--- src/rtl/ifetch_pkg.sv ---
// Shared constants and types for the instruction-fetch stage.
package ifetch_pkg;

  // addi x0, x0, 0
  localparam logic [31:0] NOP_INSTR        = 32'h0000_0013;
  localparam logic [31:0] RESET_PC_DEFAULT = 32'h0000_0000;

  typedef enum logic [1:0] {
    StFetch = 2'd0,
    StHold  = 2'd1,
    StKill  = 2'd2
  } state_e;

  // Force an address onto a word boundary.
  function automatic logic [31:0] word_align(input logic [31:0] addr);
    return {addr[31:2], 2'b00};
  endfunction

endpackage

--- src/rtl/ifetch_skid.sv ---
// One-entry {instr, pc} skid buffer. Catches a fetch that returns while decode
// is stalled so the memory port never has to be re-requested.
module ifetch_skid
  import ifetch_pkg::*;
(
  input  logic        i_clk,
  input  logic        i_rst,
  input  logic        i_load,
  input  logic        i_unload,
  input  logic        i_clear,
  input  logic [31:0] i_instr,
  input  logic [31:0] i_pc,
  output logic        o_valid,
  output logic [31:0] o_instr,
  output logic [31:0] o_pc
);

  logic        r_valid;
  logic [31:0] r_instr;
  logic [31:0] r_pc;

  // Clear wins over load; load wins over unload.
  always_ff @(posedge i_clk) begin
    if (i_rst || i_clear) begin
      r_valid <= 1'b0;
      r_instr <= NOP_INSTR;
      r_pc    <= 32'h0;
    end else if (i_load) begin
      r_valid <= 1'b1;
      r_instr <= i_instr;
      r_pc    <= i_pc;
    end else if (i_unload) begin
      r_valid <= 1'b0;
    end
  end

  assign o_valid = r_valid;
  assign o_instr = r_instr;
  assign o_pc    = r_pc;

endmodule

--- src/rtl/ifetch.sv ---
// Instruction fetch stage: PC, req/ack fetch FSM and IF/ID pipeline register.
// Optional performance counters are enabled with the IFETCH_PERF_CNT_EN macro.
module ifetch
  import ifetch_pkg::*;
#(
  parameter logic [31:0] RESET_PC = RESET_PC_DEFAULT
) (
  input  logic        i_clk,
  input  logic        i_rst,
  output logic        o_imem_req,
  output logic [31:0] o_imem_addr,
  input  logic        i_imem_ack,
  input  logic [31:0] i_imem_rdata,
  input  logic        i_stall,
  input  logic        i_redirect_valid,
  input  logic [31:0] i_redirect_pc,
  output logic        o_if_id_valid,
  output logic [31:0] o_if_id_instr,
  output logic [31:0] o_if_id_pc,
  output logic [31:0] o_if_id_pc4
`ifdef IFETCH_PERF_CNT_EN
  ,
  output logic [31:0] o_perf_fetch_cnt,
  output logic [31:0] o_perf_stall_cnt
`endif
);

  state_e      r_state;
  logic        r_req;
  logic [31:0] r_pc;
  logic [31:0] r_kill_addr;
  logic        r_valid;
  logic [31:0] r_instr;
  logic [31:0] r_id_pc;
  logic [31:0] r_id_pc4;

  logic        w_ack;
  logic [31:0] w_pc_plus4;
  logic        w_skid_load;
  logic        w_skid_unload;
  logic        w_skid_clear;
  logic        w_skid_valid;
  logic [31:0] w_skid_instr;
  logic [31:0] w_skid_pc;

  // An ack without an outstanding request is a protocol error and is dropped.
  assign w_ack      = i_imem_ack & r_req;
  assign w_pc_plus4 = r_pc + 32'd4;

  // Skid handshakes, derived from the same priority order as the FSM.
  assign w_skid_clear  = i_redirect_valid;
  assign w_skid_load   = !i_redirect_valid && (r_state == StFetch) && w_ack && i_stall;
  assign w_skid_unload = !i_redirect_valid && (r_state == StHold) && !i_stall;

  ifetch_skid u_skid (
    .i_clk    (i_clk),
    .i_rst    (i_rst),
    .i_load   (w_skid_load),
    .i_unload (w_skid_unload),
    .i_clear  (w_skid_clear),
    .i_instr  (i_imem_rdata),
    .i_pc     (r_pc),
    .o_valid  (w_skid_valid),
    .o_instr  (w_skid_instr),
    .o_pc     (w_skid_pc)
  );

  // Fetch FSM with PC, request and IF/ID register; redirect beats stall and ack.
  always_ff @(posedge i_clk) begin
    if (i_rst) begin
      r_state     <= StFetch;
      r_req       <= 1'b0;
      r_pc        <= RESET_PC;
      r_kill_addr <= 32'h0;
      r_valid     <= 1'b0;
      r_instr     <= NOP_INSTR;
      r_id_pc     <= 32'h0;
      r_id_pc4    <= 32'h0;
    end else if (i_redirect_valid) begin
      r_pc    <= word_align(i_redirect_pc);
      r_valid <= 1'b0;
      r_instr <= NOP_INSTR;
      r_req   <= 1'b1;
      if (r_state == StFetch && !w_ack) begin
        // In-flight fetch must still complete; its data gets thrown away.
        r_kill_addr <= r_pc;
        r_state     <= StKill;
      end else if (r_state == StKill && !w_ack) begin
        r_state <= StKill;
      end else begin
        r_state <= StFetch;
      end
    end else begin
      unique case (r_state)
        StFetch: begin
          if (w_ack && !i_stall) begin
            r_valid  <= 1'b1;
            r_instr  <= i_imem_rdata;
            r_id_pc  <= r_pc;
            r_id_pc4 <= w_pc_plus4;
            r_pc     <= w_pc_plus4;
            r_req    <= 1'b1;
          end else if (w_ack && i_stall) begin
            r_pc    <= w_pc_plus4;
            r_req   <= 1'b0;
            r_state <= StHold;
          end else begin
            // No new instruction: decode consumes IF/ID unless stalled.
            if (!i_stall) begin
              r_valid <= 1'b0;
              r_instr <= NOP_INSTR;
            end
            r_req <= 1'b1;
          end
        end
        StHold: begin
          if (!i_stall) begin
            r_valid  <= w_skid_valid;
            r_instr  <= w_skid_instr;
            r_id_pc  <= w_skid_pc;
            r_id_pc4 <= w_skid_pc + 32'd4;
            r_req    <= 1'b1;
            r_state  <= StFetch;
          end
        end
        StKill: begin
          r_req <= 1'b1;
          if (w_ack) begin
            r_state <= StFetch;
          end
        end
        default: begin
          r_state <= StFetch;
          r_req   <= 1'b0;
        end
      endcase
    end
  end

  assign o_imem_req    = r_req;
  assign o_imem_addr   = (r_state == StKill) ? r_kill_addr : r_pc;
  assign o_if_id_valid = r_valid;
  assign o_if_id_instr = r_instr;
  assign o_if_id_pc    = r_id_pc;
  assign o_if_id_pc4   = r_id_pc4;

`ifdef IFETCH_PERF_CNT_EN
  logic        w_if_load;
  logic [31:0] r_perf_fetch_cnt;
  logic [31:0] r_perf_stall_cnt;

  assign w_if_load = !i_redirect_valid &&
                     (((r_state == StFetch) && w_ack && !i_stall) ||
                      ((r_state == StHold) && !i_stall && w_skid_valid));

  // Free-running wrapping counters for fetched instructions and stalled-live cycles.
  always_ff @(posedge i_clk) begin
    if (i_rst) begin
      r_perf_fetch_cnt <= 32'h0;
      r_perf_stall_cnt <= 32'h0;
    end else begin
      if (w_if_load) r_perf_fetch_cnt <= r_perf_fetch_cnt + 32'd1;
      if (i_stall && r_valid) r_perf_stall_cnt <= r_perf_stall_cnt + 32'd1;
    end
  end

  assign o_perf_fetch_cnt = r_perf_fetch_cnt;
  assign o_perf_stall_cnt = r_perf_stall_cnt;
`endif

endmodule

--- config.mk ---
export PLATFORM = sky130hd
export DESIGN_NAME = ifetch
export DESIGN_NICKNAME = d
export VERILOG_FILES = /design/src/rtl/ifetch_pkg.sv /design/src/rtl/ifetch_skid.sv /design/src/rtl/ifetch.sv
export SDC_FILE = /design/constraint.sdc
export NUM_CORES = 1
export LEC_CHECK = 0
export CORE_MARGIN = 4
export CORE_UTILIZATION = 42
export CTS_BUF_LIST = sky130_fd_sc_hd__clkbuf_8
export DETAILED_ROUTE_END_ITERATION = 10
export PLACE_DENSITY = 0.67
export SETUP_SLACK_MARGIN = 0.2
export SYNTH_ARGS = -nofsm -noshare
export SYNTH_HDL_FRONTEND = slang
export SYNTH_SLANG_ARGS = --single-unit
--- constraint.sdc ---
create_clock -name i_clk -period 4.7 [get_ports i_clk]
set_clock_uncertainty 0.1 [all_clocks]
set_input_delay 0.94 -clock i_clk [delete_from_list [all_inputs] [get_ports i_clk]]
set_output_delay 0.94 -clock i_clk [all_outputs]
set_load 0.02 [all_outputs]
Word-level counts from Yosys, hierarchy flattened. Cells that the tools add are included.

Equal/unequal tests: 10. $add $sub $neg: 2. Bitwise gates (word level): 2. Muxes and demuxes: 36. Reduce and logical (&&, ||, !) cells: 26.

Operator list (number): 2-to-1 mux 32 bit (13); one-hot mux 32 bit (2 select lines) (3); adder 32 x 3 -> 32 bit, second input constant (2); 2-to-1 mux 2 bit (7); != test 3 bit, second input constant (4); AND reduction 4 bit (3); 2-to-1 mux 1 bit (10); logical AND 1 bit (9); nonzero test 2 bit (4); != test 3 x 2 -> 1 bit, second input constant (2); one-hot mux 2 bit (3 select lines) (1); AND reduction 2 bit (3); logical NOT 1 bit (3); one-hot mux 1 bit (3 select lines) (1); nonzero test 3 bit (1); equality test 2 x 1 -> 1 bit, second input constant (1); equality test 2 bit, second input constant (1); logical NOT 2 bit (1); != test 2 x 1 -> 1 bit, second input constant (1); != test 2 bit, second input constant (1); one-hot mux 1 bit (2 select lines) (1); OR reduction 2 bit (1); AND 1 bit (1); logical OR 1 bit (1); NOT 1 bit (1).

Register bits: 229. Output and inout bits: 130. Logic and storage cells: 88. Input port bits: 69.

Logic depth before layout (Yosys ltp). Gate-level depths: netlist of run 1.

Depth in word-level cells: 6. Depth in mapped cells: 10. Mapped depth without buffers: 7.

Hierarchy. A second synthesis of run 1 with hierarchy kept.

Cells, all modules: 1258. Area total of the unflattened synthesis: 10732.8 um2.

By module, submodules not included: ifetch (area each 8394.3 um2, seq. area each 3163.0 um2, instances 1, cells each 1047); ifetch_skid (area each 2338.5 um2, seq. area each 1301.2 um2, instances 1, cells each 211).

Worst setup path before layout of run 1. OpenSTA, ideal clock, no wires.

Path kind: flip-flop to output port. Start point: reg r_state[0]. End point: out o_imem_addr[10]. Arrival time: 1596 ps. Path buffers: 2. Path slack: 2064 ps. Cell stages (with the launch flop): 6. Required time: 3660 ps. Path through: dfxtp_1 -> inv_1 -> ha_1 -> clkbuf_1 -> buf_1 -> mux2_2.

Word-level cells in the longest chain between the ends: 2.

Ends and longest elaborated chain: start, declared (RTL line ifetch.sv:28) `state_e r_state;`; start signal, assigned (RTL line ifetch.sv:71) `r_state <= StFetch;`; start signal, assigned (RTL line ifetch.sv:87) `r_state <= StKill;`; start signal, assigned (RTL line ifetch.sv:89) `r_state <= StKill;`; equality test 2 bit (RTL line ifetch.sv:141) `assign o_imem_addr = (r_state == StKill) ? r_kill_addr : r_pc;`; 2-to-1 mux 32 bit (RTL line ifetch.sv:141); end, declared (RTL line ifetch.sv:11) `output logic [31:0] o_imem_addr,`.

Every way passes these cells.

Worst setup path in the final report of run 1.
Start point: reg r_state[0]. End point: out o_imem_addr[9].

The elaborated chain is that of the path after synthesis.

==> results.md, run 1 <==
- Reg clk slew, reported paths: 0.06 ns
- Diodes inserted: 0
- Synth cell types: 59
- Max_cap viols: 0
- Status: finished, final reports clean
- Post-Route WL: 32470 um
- # placed instances: 1735
- Largest net degree at the start of global routing: 63
- Row cnt: 57
- Routed via count: 10117
- Antenna viol nets, final: 0
- Clk_lat worst skew: 0.53 ns
- Router iterations before antenna repair: 6
- Top post-synthesis cells by area: dfxtp_1, nand2_1, a21oi_1
- RR Startpoint: r_state[0]
- Yosys top cell by area: dfxtp_1
- Syn_area_per_cell: 7.948 um^2
- Setup TNS: 0 ns
- Fin cells: 1802
- Multi-input logic area: 0.005645 mm^2
- Final setup fails: 0
- Commonest cells post-synth: nand2_1, dfxtp_1, a21oi_1, clkbuf_1, nor2_1
- Top delay family on crit path: buffers and inverters
- Slowest stage delay, CP: 0.54 ns
- Worst IR Drop VDD: 191.9 uV
- Mapped cell area: 0.01060 mm^2
- Final #Nets: 1527
- Cts hold-fix bufs: 0
- Number of port buffers: 190
- Die X: 166.9 um
- Hold Crit Class: reg2reg
- Total GRT Usage: 0.2212
- Worst-path fanout max: 36
- GRT overflow: 0
- CTS Root Cell: clkbuf_8
- Crit start category: flop
- DRT iter0 DRCs: 769
- FFs w/ async S/R, synth: 0
- Remaining DRCs: 0
- CP Class: reg2out
- Initial Utilization: 0.4309
- Max clock buf depth: 3
- Layout fillers: 2291
- PostCTS Resize Cnt: 0
- Critical Path, Cell by Cell: inv_1, ha_1, buf_4, mux2_2, clkdlybuf4s50_1
- Yosys top cell area share: 0.4135
- Maximum achievable frequency: 0.2794 GHz
- Minimum clock period: 3.580 ns
- CP arrival: 2.54 ns
- WL/cell: 18.02 um
- WP buf/inv: 3
- CP endpoint kind: primary output
- Seq cells post-synth: 219
- Top Ports: 199
- CP required: 3.66 ns
- EDFF count, synth: 0
- Placeable Area: 0.02460 mm^2
- Share of layout cells above drive strength 1: 0.07645
- Sequential cell area: 0.004384 mm^2
- CTS H-tree lvls: 2
- Die area: 0.02785 mm^2
- Leak Pwr: 0.004401 uW
- Setup ws final: 1.120 ns
- CP max-delay cell: clkdlybuf4s50_1
- CTS buffer count: 39
- TritonCTS clock tree: yes
- YS warnings: 0
- Die H: 166.9 um
- DP HPWL: 22250 um
- Hold path start: r_kill_addr[31]
- Worst slew margin: 0.2445
- Top FF cell, synth: dfxtp_1
- Syn Inst Count: 1334
- Post-synthesis sequential area ratio: 0.4135
- Antenna violations before repair: 0
- Final Hold Viols: 0
- Fin crit share: 0.7616
- GPL Wtd Cong: 0.9245
- Critical Path Start: r_state[0]
- Global-route wire length before repair: 50940 um
- PD cells: 332.0 mW/mm^2
- Vias in the first global route: 9401
- Via/cell ratio: 5.614
- Clock sink count: 219
- Layout area overhead: 25.73%
- Count of final max-slew check failures: 0
- Pre-CTS WS: 1.036 ns
- RSZ-0062 raised after global routing: no
- Postcts setup bufs: 0
- Top-count cell post-synth: nand2_1
- Slew of the pin with the lowest slew margin: 1.129 ns
placed cells by master (no fill, tap or decap), types with 3 or more instances in the layout:
cell	netlist	layout
nand2_1	264	263
dfxtp_1	219	219
clkdlybuf4s50_1	0	189
a21oi_1	115	114
nor2_1	105	105
nor3_1	61	60
clkbuf_8	0	51
mux2i_1	45	45
nand3_1	43	42
a211oi_1	38	38
a221oi_1	31	31
xnor2_1	29	29
mux2_2	27	27
o21ai_0	25	25
inv_1	13	25
xor2_1	21	21
nor4_1	20	20
nand4_1	19	19
buf_4	8	18
or3_1	12	12
and4_1	11	11
o211ai_1	10	10
and3_1	9	8
or4_1	8	8
a32o_1	6	6
a311oi_1	6	6
conb_1	1	6
o31a_1	5	5
ha_1	6	5
o221ai_1	4	4
o31ai_1	4	4
a21boi_0	3	3
a22o_1	3	3
o21a_1	4	3
a211o_1	3	3
a31oi_1	3	3
clkinv_2	0	3
metal layers:
| layer | track usage | vias up | share of wire |
|---|---|---|---|
| met5 | 0 | - | 0 |
| met4 | 0.05905 | 0 | 0.022 |
| li1 | - | 4931 | - |
| met1 | 0.2861 | 4814 | 0.43 |
| met2 | 0.3751 | 316 | 0.48 |
| met3 | 0.04812 | 56 | 0.070 |
cell type report:
type | count | area share
clock buffers | 51 | 0.05266
inverters | 15 | 0.004224
multi-input cells | 969 | 0.4235
well taps | 324 | 0.03041
clock inverters | 16 | 0.006758
repair buffers | 208 | 0.1536
flip-flops and latches | 219 | 0.3289
worst paths after layout:
check | endpoint | cells after the start | slack [ns]
min reg2reg | r_kill_addr[31] | 2 | 0.35
max reg2reg | o_if_id_pc4[19] | 6 | 1.54
min | r_kill_addr[31] | 2 | 0.35
max | o_imem_addr[9] | 5 | 1.12
cells by family (layout without fill, tap and decap cells):
family	after synthesis	after routing	share of synthesized area
adder cells (fa/ha/maj)	6	6	0.007080
XOR/XNOR	50	50	0.04130
AO/OA/AOI/OAI	272	272	0.1682
flip-flops	219	219	0.4135
AND/OR/NAND/NOR	563	563	0.2393
other	1	6	0.0003537
buffers and inverters	151	290	0.05912
multiplexers	72	72	0.07116
registers in the layout, summed over array words and instances, names as in the netlist:
register        flops
o_imem_req          1
r_state             2
o_if_id_pc         30
u_skid.o_valid      1
r_kill_addr        30
r_pc               30
o_if_id_valid       1
o_if_id_instr      32
u_skid.o_instr     32
u_skid.o_pc        30
o_if_id_pc4        30
worst min-delay path, stage by stage (launching register included):
cell and delay (ns):
dfxtp_1 0.30, nand2_1 0.05, a21oi_1 0.05
report_power, final:
part           switching, uW  internal [uW]
clock                    770           1020
sequential              81.8           1920
combinational            361            274
per-stage QoR:
step / power (uW) / utilization / cell area (um^2) / hold slack, ns
floorplan: 2409 / - / 10620 / 0.3329
global placement: 2672 / 0.5096 / 12540 / 0.3380
detailed placement: 2677 / 0.5096 / 12540 / 0.3455
CTS: 4473 / 0.5418 / 13330 / 0.3540
global route: 4614 / 0.5418 / 13330 / 0.3670
finish: 4426 / 0.5418 / 13330 / 0.3501
Note: power is estimated with default switching activity, not from simulation.
==> run 2: changes to the inputs <==
Clock period 4.7 ns to 3.7 ns, I/O delays scaled along.
==> results.md, run 2 (synthesized netlist as in run 1, its figures left out) <==
- Status: finished, final reports clean
- DP HPWL: 22240 um (about the same)
- Antenna viol nets, final: 0 (unchanged)
- Layout fillers: 2296 (+0.22%)
- Total GRT Usage: 0.2244 (+0.003135)
- Critical Path, Cell by Cell: inv_1, ha_1, buf_6, mux2_2, clkdlybuf4s50_1
- CTS H-tree lvls: 2 (unchanged)
- Placeable Area: 0.02460 mm^2 (unchanged)
- Die H: 166.9 um (unchanged)
- CP endpoint kind: primary output
- Remaining DRCs: 0 (unchanged)
- Fin crit share: 0.8907
- GRT overflow: 0 (unchanged)
- RSZ-0062 raised after global routing: no
- Multi-input logic area: 0.005645 mm^2 (unchanged)
- WHS: 0.3495 ns (-0.0005720 ns)
- DRT iter0 DRCs: 854 (+11%)
- CP Class: reg2out
- Leak Pwr: 0.004510 uW (+2.5%)
- Die X: 166.9 um (unchanged)
- Die area: 0.02785 mm^2 (unchanged)
- Number of port buffers: 190 (unchanged)
- Global-route wire length before repair: 52120 um (+2.3%)
- Top Ports: 199 (unchanged)
- Hold path start: r_kill_addr[29]
- Commonest non-fill, non-tap cell in the layout: nand2_1
- Maximum achievable frequency: 0.3034 GHz
- Largest net degree at the start of global routing: 58 (-7.9%)
- Post-Route WL: 32320 um (-0.45%)
- TritonCTS clock tree: yes
- Most frequent cells in the layout: nand2_1, dfxtp_1, clkdlybuf4s50_1, a21oi_1, nor2_1
- CTS Root Cell: clkbuf_8
- Slew of the pin with the lowest slew margin: 1.275 ns (+0.1454 ns)
- Worst slew margin: 0.1472 (-0.09728)
- Share of layout cells above drive strength 1: 0.08963 (+0.01318)
- CP arrival: 2.46 ns (-0.08 ns)
- Hold Path End: r_kill_addr[29]
- Max_cap viols: 0 (unchanged)
- Final setup fails: 0 (unchanged)
- WL/cell: 17.77 um (-1.4%)
- Worst-path fanout max: 36 (unchanged)
- Antenna violations before repair: 0 (unchanged)
- Worst Reg-to-Reg Cells: 6 (unchanged)
- Diodes inserted: 0 (unchanged)
- Crit start category: flop
- Final #Nets: 1543 (+1.0%)
- Vias in the first global route: 9790 (+4.1%)
- Setup TNS: 0 ns (unchanged)
- Count of final max-slew check failures: 0 (unchanged)
- CP required: 2.86 ns (-0.80 ns)
- Clk_lat worst skew: 0.54 ns (about the same)
- CP max-delay cell: clkdlybuf4s50_1
- Final Hold Viols: 0 (unchanged)
- Top delay family on crit path: buffers and inverters
- Initial Utilization: 0.4309 (unchanged)
- Via/cell ratio: 5.610 (about the same)
- Minimum clock period: 3.296 ns
- Clock sink count: 219 (unchanged)
- CTS buffer count: 39 (unchanged)
- Layout area overhead: 27.78%
- Hold Crit Class: reg2reg
- Slowest stage delay, CP: 0.54 ns (about the same)
- WHS Path Cells: 2 (unchanged)
- Row cnt: 57 (unchanged)
- Reg clk slew, reported paths: 0.06 ns (about the same)
- Setup slack, reg-to-reg: 0.70 ns (-0.84 ns)
- Router iterations before antenna repair: 5 (-1)
- PD cells: 426.5 mW/mm^2 (+28%)
- GPL Wtd Cong: 0.9256 (+0.12%)
- WP buf/inv: 3 (unchanged)
- Max clock buf depth: 3 (unchanged)
- Routed via count: 10204 (+0.86%)
- Sequential cell area: 0.004384 mm^2 (unchanged)
- Worst IR Drop VDD: 242.6 uV (+26%)
- RR Startpoint: r_pc[3]
- Worst r2r dst: r_pc[28]
run 2: timing repair:
item | in CTS | in global routing
resized for setup | 0 | 1
hold buffers | 0 | 0
endpoints found under the setup margin | 0 | 3
setup buffers | 0 | 0
run 2: where the power goes:
| group | internal, uW | switching, uW | total (uW) |
|---|---|---|---|
| logic | 362 | 474 | 836 |
| clock network | 1400 | 1010 | 2420 |
| registers | 2440 | 89.6 | 2530 |
run 2: worst reg2reg max path: cells and delay by family (launching register included):
family	cells	cell delay, ns
compound gates	1	0.32
fa+ha+maj	1	0.32
flops	1	0.52
simple gates	4	1.61
run 2: layout make-up:
class,instances,area share
clock inverters,12,0.005726
repair buffers,224,0.1630
flip-flops and latches,219,0.3236
inverters,15,0.004156
multi-input cells,969,0.4167
well taps,324,0.02992
clock buffers,56,0.05689
run 2: stage by stage:
step                      power [uW]  setup slack [ns]    util  std cells  cell area [um^2]
after global routing            6020            0.2916  0.5506       1819             13550
after global placement          3409            0.5138  0.5160       1751             12700
after detailed placement        3415            0.4873  0.5160       1751             12700
after CTS                       5836            0.2912  0.5505       1819             13540
final                           5779            0.4044  0.5506       1819             13550
after floorplan                 3060             1.186       -       1339             10620
run 2: worst max path at each step:
stage	startpoint	to	slack, ns	cells after the start
2_1_floorplan	r_pc[3]	r_pc[28]	1.19	7
3_3_place_gp	i_redirect_valid	r_kill_addr[3]	0.51	5
3_5_place_dp	i_redirect_valid	r_kill_addr[3]	0.49	5
4_1_cts	r_state[0]	o_imem_addr[15]	0.29	5
5_1_grt	r_state[0]	o_imem_addr[5]	0.29	5
6_report	r_state[0]	o_imem_addr[15]	0.40	5
run 2: routing by layer:
| metal | up-vias | track usage | share of wire |
|---|---|---|---|
| met5 | - | 0 | 0 |
| met3 | 51 | 0.04906 | 0.071 |
| met4 | 0 | 0.07542 | 0.024 |
| met1 | 4856 | 0.2956 | 0.43 |
| li1 | 4968 | - | - |
| met2 | 329 | 0.3662 | 0.47 |
==> run 3: changes to the inputs <==
Settings changed: CELL_PAD_IN_SITES_DETAIL_PLACEMENT from default to 0, CELL_PAD_IN_SITES_GLOBAL_PLACEMENT from default to 2, CORE_UTILIZATION 42 to 31, PLACE_DENSITY 0.67 to default, PLACE_DENSITY_LB_ADDON from default to 0.1.
==> results.md, run 3 (synthesized netlist as in run 1, its figures left out) <==
- Count of final max-slew check failures: 0 (unchanged)
- Die area: 0.03723 mm^2 (+34%)
- Antenna viol nets, final: 0 (unchanged)
- Slew of the pin with the lowest slew margin: 0.6820 ns (-0.5925 ns)
- Maximum achievable frequency: 0.3024 GHz (-0.35%)
- WL/cell: 19.04 um (+7.2%)
- Hold Crit Class: reg2reg
- RSZ-0062 raised after global routing: no
- Crit start category: flop
- Router iterations before antenna repair: 5 (unchanged)
- Total GRT Usage: 0.1938 (-0.03062)
- Final #Nets: 1559 (+1.0%)
- Max clock buf depth: 3 (unchanged)
- CP Class: reg2out
- Multi-input logic area: 0.005653 mm^2 (+0.13%)
- Fin crit share: 0.8939 (+0.003175)
- Reg clk slew, reported paths: 0.06 ns (about the same)
- Minimum clock period: 3.307 ns (+0.01175 ns)
- Die X: 192.9 um (+16%)
- Commonest non-fill, non-tap cell in the layout: nand2_1
- Clk_lat worst skew: 0.55 ns (about the same)
- Most frequent cells in the layout: nand2_1, dfxtp_1, clkdlybuf4s50_1, a21oi_1, nor2_1
- Row cnt: 67 (+18%)
- Setup TNS: 0 ns (unchanged)
- Worst-path fanout max: 35 (-2.8%)
- Antenna violations before repair: 1 (+1)
- Layout area overhead: 29.30%
- Final Hold Viols: 0 (unchanged)
- Placed Area: 0.01291 mm^2 (+1.7%)
- Final setup fails: 0 (unchanged)
- # placed instances: 1887 (+7.8%)
- GRT overflow: 0 (unchanged)
- WHS: 0.3509 ns (+0.001403 ns)
- Placeable Area: 0.03362 mm^2 (+37%)
- Routed via count: 10114 (-0.88%)
- DP HPWL: 25750 um (+16%)
- CP arrival: 2.47 ns (about the same)
- Top Ports: 199 (unchanged)
- Layout fillers: 3539 (+54%)
- TritonCTS clock tree: yes
- CP endpoint kind: primary output
- Sequential cell area: 0.004384 mm^2 (unchanged)
- DRT iter0 DRCs: 521 (-39%)
- GPL Wtd Cong: 0.8319 (-10%)
- Clock sink count: 219 (unchanged)
- CTS Root Cell: clkbuf_8
- Final instance area: 0.01371 mm^2 (+1.2%)
- Max_cap viols: 0 (unchanged)
- CP required: 2.86 ns (about the same)
- Largest net degree at the start of global routing: 57 (-1.7%)
- Fin cells: 1960 (+7.8%)
- Number of port buffers: 190 (unchanged)
- CTS H-tree lvls: 2 (unchanged)
- Vias in the first global route: 9699 (-0.93%)
- Status: finished, final reports clean
- Worst slew margin: 0.5437 (+0.3965)
- Post-Route WL: 37330 um (+15%)
- Initial Utilization: 0.3154 (-0.1155)
- PD cells: 415.7 mW/mm^2 (-2.5%)
- Remaining DRCs: 0 (unchanged)
- CTS buffer count: 43 (+10%)
- Leak Pwr: 0.004555 uW (+1.0%)
- Via/cell ratio: 5.160 (-8.0%)
- Global-route wire length before repair: 56720 um (+8.8%)
- Die H: 192.9 um (+16%)
- Worst IR Drop VDD: 247.0 uV (+1.8%)
- Share of layout cells above drive strength 1: 0.09332 (+0.003684)
run 3: report_power, final:
part | total [uW] | internal (uW) | switching (uW)
Combinational | 868 | 368 | 500
Clock | 2310 | 1240 | 1070
Sequential | 2530 | 2440 | 86.0
Total | 5700 | 4050 | 1650
run 3: worst paths after layout:
| check | startpoint | to | slack (ns) | depth (start not counted) |
|---|---|---|---|---|
| min reg2reg | r_kill_addr[11] | r_kill_addr[11] | 0.35 | 2 |
| min | r_kill_addr[11] | r_kill_addr[11] | 0.35 | 2 |
| max | r_state[0] | o_imem_addr[5] | 0.39 | 5 |
| max reg2reg | r_pc[3] | r_pc[28] | 0.79 | 6 |
run 3: per-layer routing:
layer / part of all wire / vias to the layer above / GRT usage
li1: - / 4990 / -
met1: 0.46 / 4853 / 0.2633
met2: 0.47 / 223 / 0.3224
met3: 0.050 / 48 / 0.03367
met4: 0.020 / 0 / 0.04657
met5: 0 / - / 0
run 3: cell type report:
cell class | count | share of cell area
multi-input cells | 969 | 0.4123
clock buffers | 51 | 0.05120
flip-flops and latches | 219 | 0.3198
well taps | 448 | 0.04089
clock inverters | 21 | 0.006571
inverters | 15 | 0.004107
repair buffers | 236 | 0.1649
diodes | 1 | 0.0001825
run 3: worst max-delay path, stage by stage, from the launching register on:
cell,delay (ns)
dfxtp_1,0.35
inv_1,0.11
ha_1,0.19
buf_6,0.31
mux2_2,0.39
clkdlybuf4s50_1,0.54
run 3: through the flow:
stage	utilization	total power [uW]	setup WS, ns
after global routing	0.4078	5989	0.2756
after detailed placement	0.3841	3460	0.6060
after global placement	0.3841	3458	0.6376
after floorplan	-	3060	1.186
final	0.4078	5700	0.3927
after CTS	0.4076	5807	0.2267
run 3: what timing repair did:
item,in CTS,in global routing
setup buffers,0,0
gates resized for setup,0,1
hold buffers,0,0
setup endpoints to repair,0,26
